### config.mk
export PLATFORM = sky130hd
export DESIGN_NAME = fet_pq
export DESIGN_NICKNAME = d
export VERILOG_FILES = /design/src/rtl/fet_pkg.sv /design/src/rtl/fet_fifo.sv /design/src/rtl/fet_pq.sv
export SDC_FILE = /design/constraint.sdc
export NUM_CORES = 1
export LEC_CHECK = 0
export CAP_MARGIN = 20
export CORE_MARGIN = 3
export CORE_UTILIZATION = 37
export CTS_BUF_LIST = sky130_fd_sc_hd__clkbuf_16
export CTS_CLUSTER_DIAMETER = 120
export CTS_CLUSTER_SIZE = 28
export DETAILED_ROUTE_END_ITERATION = 12
export PLACE_DENSITY_LB_ADDON = 0.3
export SLEW_MARGIN = 20
export SYNTH_ARGS = -nofsm -noshare
export SYNTH_HDL_FRONTEND = slang
export SYNTH_HIERARCHICAL = 1
export SYNTH_SLANG_ARGS = --single-unit
### constraint.sdc
create_clock -name i_clk -period 6.6 [get_ports i_clk]
set_clock_uncertainty 0.2 [all_clocks]
set_input_delay 1.32 -clock i_clk [delete_from_list [all_inputs] [get_ports i_clk]]
set_output_delay 1.32 -clock i_clk [all_outputs]
set_load 0.005 [all_outputs]
### src/rtl/fet_pkg.sv
// ============================================================================
// fet_pkg : shared fetch-unit types and constants (FSM states, NOP, reset PC)
// Revision: 1.0
// ============================================================================
`default_nettype none

package fet_pkg;

  typedef enum logic [1:0] {
    ST_RUN    = 2'd0,
    ST_FULL   = 2'd1,
    ST_HALTED = 2'd2
  } fet_state_e;

  localparam logic [31:0] FET_NOP        = 32'h0000_0033;
  localparam logic [31:0] FET_RESET_ADDR = 32'h0000_0000;

endpackage

`default_nettype wire

### src/rtl/fet_fifo.sv
// ============================================================================
// fet_fifo : circular prefetch queue with synchronous flush and occupancy count
// Revision: 1.0
// ============================================================================
`default_nettype none

module fet_fifo #(
  parameter int WIDTH = 64,
  parameter int DEPTH = 4
) (
  input  logic                   clk,
  input  logic                   rst,
  input  logic                   flush,
  input  logic                   push,
  input  logic                   pop,
  input  logic [WIDTH-1:0]       wdata,
  output logic [WIDTH-1:0]       rdata,
  output logic [$clog2(DEPTH):0] count,
  output logic                   empty
);

  localparam int AW = $clog2(DEPTH);
  localparam int CW = AW + 1;

  logic [WIDTH-1:0] mem [DEPTH];
  logic [AW-1:0]    wr_ptr;
  logic [AW-1:0]    rd_ptr;
  logic             full;
  logic             do_push;
  logic             do_pop;

  assign empty   = (count == '0);
  assign full    = (count == CW'(DEPTH));
  assign do_pop  = pop && !empty;
  assign do_push = push && (!full || do_pop);
  assign rdata   = mem[rd_ptr];

  always_ff @(posedge clk) begin
    if (do_push) begin
      mem[wr_ptr] <= wdata;
    end
  end

  // Pointers wrap naturally because DEPTH is a power of two.
  always_ff @(posedge clk) begin
    if (rst || flush) begin
      wr_ptr <= '0;
      rd_ptr <= '0;
      count  <= '0;
    end else begin
      if (do_push) wr_ptr <= wr_ptr + AW'(1);
      if (do_pop)  rd_ptr <= rd_ptr + AW'(1);
      count <= count + CW'(do_push) - CW'(do_pop);
    end
  end

endmodule

`default_nettype wire

### src/rtl/fet_pq.sv
// ============================================================================
// fet_pq : instruction prefetch queue; optional misaligned-redirect trap via
//          macro FET_MISALIGN_TRAP_EN (adds port o_trap)
// Revision: 1.0
// ============================================================================
`default_nettype none

module fet_pq
  import fet_pkg::*;
#(
  parameter int              XLEN       = 32,
  parameter int              DEPTH      = 4,
  parameter logic [XLEN-1:0] RESET_ADDR = XLEN'(FET_RESET_ADDR)
) (
  input  logic            i_clk,
  input  logic            i_rst,
  output logic            o_imem_ren,
  output logic [XLEN-1:0] o_imem_raddr,
  input  logic [XLEN-1:0] i_imem_rdata,
  input  logic            i_redirect,
  input  logic [XLEN-1:0] i_redirect_pc,
  input  logic            i_halt,
  input  logic            i_rdy,
  output logic            o_vld,
  output logic [XLEN-1:0] o_inst,
  output logic [XLEN-1:0] o_pc,
`ifdef FET_MISALIGN_TRAP_EN
  output logic            o_trap,
`endif
  output logic [XLEN-1:0] o_nxt_pc
);

  localparam int CW = $clog2(DEPTH) + 1;
  localparam int EW = 2 * XLEN;

  fet_state_e      state;
  fet_state_e      state_nxt;
  logic [XLEN-1:0] fetch_pc;
  logic [XLEN-1:0] req_addr;
  logic [XLEN-1:0] last_pc;
  logic [XLEN-1:0] redir_tgt;
  logic            inflight;
  logic            misalign;
  logic            ren;
  logic            push;
  logic            pop;
  logic            empty;
  logic [CW-1:0]   count;
  logic [CW-1:0]   occ;
  logic [CW-1:0]   count_nxt;
  logic [CW-1:0]   occ_nxt;
  logic [EW-1:0]   head;

`ifdef FET_MISALIGN_TRAP_EN
  logic trap;

  assign misalign  = i_redirect && (i_redirect_pc[1:0] != 2'b00);
  assign redir_tgt = i_redirect_pc;
  assign o_trap    = trap;

  always_ff @(posedge i_clk) begin
    if (i_rst) begin
      trap <= 1'b0;
    end else if (misalign) begin
      trap <= 1'b1;
    end
  end
`else
  assign misalign  = 1'b0;
  assign redir_tgt = i_redirect_pc & ~XLEN'(3);
`endif

  // A redirect kills both the queue contents and the response in flight.
  assign push      = inflight && !i_redirect;
  assign pop       = o_vld && i_rdy && !i_redirect;
  assign occ       = count + CW'(inflight);
  assign count_nxt = i_redirect ? '0 : (count + CW'(push) - CW'(pop));
  assign occ_nxt   = count_nxt + CW'(ren && !i_redirect);

  fet_fifo #(
    .WIDTH (EW),
    .DEPTH (DEPTH)
  ) u_fifo (
    .clk   (i_clk),
    .rst   (i_rst),
    .flush (i_redirect),
    .push  (push),
    .pop   (pop),
    .wdata ({i_imem_rdata, req_addr}),
    .rdata (head),
    .count (count),
    .empty (empty)
  );

  always_ff @(posedge i_clk) begin
    if (i_rst) begin
      state <= ST_RUN;
    end else begin
      state <= state_nxt;
    end
  end

  always_comb begin
    state_nxt = state;
    if (state == ST_HALTED || i_halt || misalign) begin
      state_nxt = ST_HALTED;
    end else if (occ_nxt == CW'(DEPTH)) begin
      state_nxt = ST_FULL;
    end else begin
      state_nxt = ST_RUN;
    end
  end

  // Halt stops issue in the same cycle so only already-launched work drains.
  always_comb begin
    ren = 1'b0;
    if (state == ST_RUN && !i_rst && !i_halt && occ < CW'(DEPTH)) begin
      ren = 1'b1;
    end
  end

  always_ff @(posedge i_clk) begin
    if (i_rst) begin
      fetch_pc <= RESET_ADDR;
      req_addr <= RESET_ADDR;
      last_pc  <= RESET_ADDR;
      inflight <= 1'b0;
    end else begin
      inflight <= ren && !i_redirect;
      if (ren) begin
        req_addr <= fetch_pc;
      end
      if (i_redirect) begin
        fetch_pc <= redir_tgt;
      end else if (ren) begin
        fetch_pc <= fetch_pc + XLEN'(4);
      end
      if (o_vld) begin
        last_pc <= head[XLEN-1:0];
      end
    end
  end

  assign o_imem_ren   = ren;
  assign o_imem_raddr = fetch_pc;
  assign o_vld        = !empty;
  assign o_inst       = o_vld ? head[EW-1:XLEN] : XLEN'(FET_NOP);
  assign o_pc         = o_vld ? head[XLEN-1:0] : last_pc;
  assign o_nxt_pc     = o_pc + XLEN'(4);

endmodule

`default_nettype wire

; ---- Word-level counts from Yosys, hierarchy flattened
; Memory sizes are Yosys's and may differ from the RTL's. A register that Yosys moved wholly into a read port is not among the register bits.
; Cells that the tools add are included.
[word_totals]
input_bits = 69
reg_bits = 106
wordCells = 59
ramBits = 256
n_memories = 1
[memory_table]
columns = name, words, width, read_ports, rd_clocked_by_memory_dff, write_ports, line_no
row1 = u_fifo.mem, 4, 64, 1, 1, 1, fet_fifo.sv:25  ; logic [WIDTH-1:0] mem [DEPTH];
[op_classes]
addsub = 10
order_cmp = 1
muxes = 12
n_eq_ne = 3
reduce_logical = 22
[op_table]
columns = cell, n
row1 = $mux W32, 4
row2 = $add A32 B3 Y32 const B, 2
row3 = $add A3 B1 Y3, 4
row4 = $logic_and A1 B1 Y1, 9
row5 = $eq A3 B3 Y1 const B, 2
row6 = $mux W2, 3
row7 = $sub A3 B1 Y3, 2
row8 = $logic_not A1 Y1, 5
row9 = $add A2 B1 Y2 const B, 2
row10 = $mux W1, 4
row11 = $reduce_or A2 Y1, 2
row12 = $logic_not A3 Y1, 1
row13 = $logic_or A1 B1 Y1, 3
row14 = $lt A3 B3 Y1 const B, 1
row15 = $mux W3, 1
row16 = $eq A2 B2 Y1 const B, 1
row17 = $logic_not A2 Y1, 1
row18 = $reduce_bool A2 Y1, 1

; ---- Logic depth before layout (Yosys ltp)
[logic_depth]
ltp_word = 10
mapped_depth = 17
ltp_nobuf = 12

; ---- Cells and area by module
; Netlist, hierarchy kept.
[by_module_without_submodules]
columns = module, instances, seq_area_each_um2, area_per_inst_um2, cells_each
row1 = fet_fifo, 1, 7867.5, 9679.3, 383
row2 = fet_pq, 1, 1901.8, 5355.1, 665

; ---- Worst setup path before layout
; OpenSTA, ideal clock, no wires.
[synth_path]
kind = register to output
from = register u_fifo.count[1]
to = output port o_nxt_pc[18]
n_path_buf = 5
path_stages_with_launch = 15
setup_slack_ns = 2.203
arrival_time_ns = 2.877
path_cell_list = dfxtp_1 nor3_1 buf_4 buf_6 buf_2 buf_2 mux2i_1 inv_1 ha_1 nand4b_1 nand2_1 and3_1 buf_4 and3_1 xnor2_1
[synth_via]
elab_chain_cells = 3
[synth_rtl]
columns = item, line_no
row1 = from (decl), fet_fifo.sv:18  ; output logic [$clog2(DEPTH):0] count,
row2 = from (signal assigned), fet_fifo.sv:53  ; count <= count + CW'(do_push) - CW'(do_pop);
row3 = $logic_not A3 Y1, fet_fifo.sv:32  ; assign empty = (count == '0);
row4 = net empty, fet_pq.sv:47  ; logic empty;
row5 = $mux W32, -
row6 = net o_pc[2], fet_pq.sv:26  ; output logic [XLEN-1:0] o_pc,
row7 = $add A32 B3 Y32, fet_pq.sv:149  ; assign o_nxt_pc = o_pc + XLEN'(4);
row8 = to (decl), fet_pq.sv:30  ; output logic [XLEN-1:0] o_nxt_pc
; The timed path passes the listed nets, and every way through them passes these cells.

==> reports/qor.yml <==
rows: 73
dieArea_um2: 43100
clock_path_buffers: 3
start_kind: "flip-flop"
cts_tree: "yes"
pwr-share-comb_pct: 4.6
hold_buffers: 0
max_slew.worst_pin.slew_ps: 839
ys_seq_area_share_pct: 65.0
coreArea_um2: 39900
wl_per_cell_um: 18.7
worst-path-buf-inv: 2
start_util_pct: 37.7
synth-seq-cells: 360
layout-drive-gt1-share_pct: 10.8
dp_hpwl_um: 22100
synth-edff-count: 256
instances_no_fill: 1765
nNetsFinal: 1313
critPathSlowestCell: "dfxtp_4"
cp_data_required_time_ps: 5080
peakVddDrop_mv: 0.140
p_int_w: 0.00302
netlist_area_um2: 15000
ant_nets: 0
tns_ps: 0
async_reset_ff_share_pct: 0
p_sw_w: 0.000769
synth-simple-area-share_pct: 10.4
p_clk_share_pct: 30.5
clock-sinks: 360
leakagePower_nw: 6.27
synth-compound-area-share_pct: 4.11
gp_congestion: 0.759
area_growth_pct: 19.7
cp_cell_sequence: "buf_4, mux4_2, nand4b_1, a21oi_1, and3_1, nor4b_2, xnor2_1, clkdlybuf4s50_1"
p_per_area_nw_per_um2: 211
yosys_warnings: 6
min_period_over_period_pct: 85.8
grt_remaining_overflow: 0
drt_wl_total_um: 33100
via_count: 8727
antenna_found_initial: 0
post-cts-setup-buffers: 0
netlist.area_leader.share_pct: 51.1
rsz0062_at_grt: "no"
max_cap_viol_count: 0
synth_area_leader_cell: "edfxtp_1"
synth_xor_area_share_pct: 3.44
critPathArrivalTime_ps: 4150
setup_violations: 0
ctsResizeCount: 0
dp_cells: 1737
cp_slowest_stage_delay_ps: 740
worst_hold_path_type: "reg -> reg"
io_buffers: 194
drc_errors: 0
final.min_clock_period_ps: 5670
critPathKind: "reg -> out"
htree_levels: 1
synthTopCellsByArea: "edfxtp_1, dfxtp_1, mux4_2"
ys_types: 62
synthAdderAreaFrac_pct: 1.26
path_max_fanout: 26
swShare_pct: 20.3
diodes: 0
fp.dieH_um: 208
drv_slew: 0
grt_use_total_pct: 14.9
cts-root-buf: "clkbuf_16"
cts_made_buffers: 16
grt_first_pass_wirelength_um: 51800
chipWidth_um: 208
grt_max_degree: 76
relSlewSlack_pct: 44.0
power_frac_seq_pct: 64.9
syn_area_per_cell_um2: 14.3
post-synth-top-count-cell: "edfxtp_1"
synth_top_family_by_area: "multiplexers"
final-hold-violation-count: 0
clkLatencyLatePin_ps: 510
drt_iter0_drc: 566
clk_pin_slew_ps: 110
routed_via_density: 4.94
synthFlopType: "edfxtp_1"
postSynthCellCount: 1048
grt_pass1_vias: 8764
status: "finished clean"
hold_slack_ps: 303
clock.fmax_mhz: 177
synth.area.mux_share_pct: 12.2
end_kind: "output port"
cp_top_family: "buffers and inverters"
placedInstanceArea_um2: 17500
yosys-top-cells-count: "edfxtp_1, dfxtp_1, nand2_1"
drt_first_pass_iters: 4
design_area_um2: 18000
boundaryPins: 199
-- sequential cells by signal (all words and copies together), names as in the netlist, named ones only --
signal         count
inflight           1
last_pc           32
o_imem_raddr      30
req_addr          30
state              2
u_fifo/count       3
u_fifo/mem       256
u_fifo/rd_ptr      2
u_fifo/wr_ptr      2
-- worst paths after layout --
kind | startpoint | end | slack, ps | cells after the start
worst max-delay path | flip-flop | o_nxt_pc[28] | 930 | 8
worst min-delay path | u_fifo/rd_ptr[0] | flip-flop | 300 | 2
worst max register to register | u_fifo/count[1] | u_fifo/count[2] | 2350 | 14
worst min register to register | u_fifo/rd_ptr[0] | flip-flop | 300 | 2
-- kinds of logic after synthesis --
| logic type | Yosys count |
|---|---|
| XOR/XNOR | 59 |
| buffers and inverters | 119 |
| AND/OR/NAND/NOR | 291 |
| adder cells (fa/ha/maj) | 14 |
| AO/OA/AOI/OAI | 101 |
| flip-flops | 360 |
| multiplexers | 103 |
| other | 1 |
-- power groups by stage --
stage | combinational, W | sequential [W] | clock, W
3_3_place_gp | 0.000173 | 0.00251 | 0
6_report | 0.000174 | 0.00246 | 0.00115
2_1_floorplan | 0.0000768 | 0.00250 | 0
4_1_cts | 0.000176 | 0.00246 | 0.00120
3_5_place_dp | 0.000175 | 0.00251 | 0
5_1_grt | 0.000191 | 0.00247 | 0.00129
-- routing by layer --
metal  part of all wire (%)  GRT usage [%]  wire (µm)
met4                    1.1           2.27        379
met2                     45           23.3      14900
met1                     49           23.0      16200
met3                    4.6           1.59       1530
met5                      0              0          0
-- through the flow --
stage | utilization (%) | worst slack (ps) | power [W]
after floorplan | - | 2200 | 0.00258
after global placement | 43.9 | 1440 | 0.00269
after detailed placement | 43.9 | 1390 | 0.00269
after CTS | 45.1 | 812 | 0.00384
after global routing | 45.1 | 568 | 0.00395
final | 45.1 | 934 | 0.00379
-- worst register-to-register path: stages, from the launching register on --
cell and delay (ps):
dfxtp_1 430, nor3_2 540, buf_4 390, buf_4 480, nor3b_1 190, or4b_4 560, and2_4 190, inv_1 50
ha_1 120, inv_1 40, ha_1 180, fa_1 380, xnor2_1 180, xnor2_1 140, nor3_1 60
-- placed cells by master, fill, tap and decap left out, drive strengths merged, types with 4 or more instances in the layout --
master	synthesis	routed
nor2	40	40
clkbuf	20	18
a22oi	6	6
nand2	99	99
a21oi	54	54
or2	4	4
nand3	22	22
dfxtp	104	104
nand4	14	14
nor2b	42	42
and3	8	8
mux2i	33	33
nor3b	5	5
nor4	14	14
ha	12	12
nand4b	7	7
xor2	16	16
and2	5	5
mux2	6	6
o21ai	7	7
a21o	4	4
mux4	64	64
o22ai	4	4
clkdlybuf4s50	0	192
and4	6	6
inv	62	72
xnor2	43	43
buf	36	19
edfxtp	256	256
o21a	18	18
conb	1	10
nor3	16	16
-- final cells by class --
class,count,area [µm²]
Clock inverter,10,37.5
Clock buffer,18,450
Tap cell,525,657
Fill cell,3547,21900
Multi-Input combinational cell,578,4780
Inverter,63,236
Sequential cell,360,9770
Timing Repair Buffer,211,2060
Note: power is estimated with default switching activity, not from simulation.
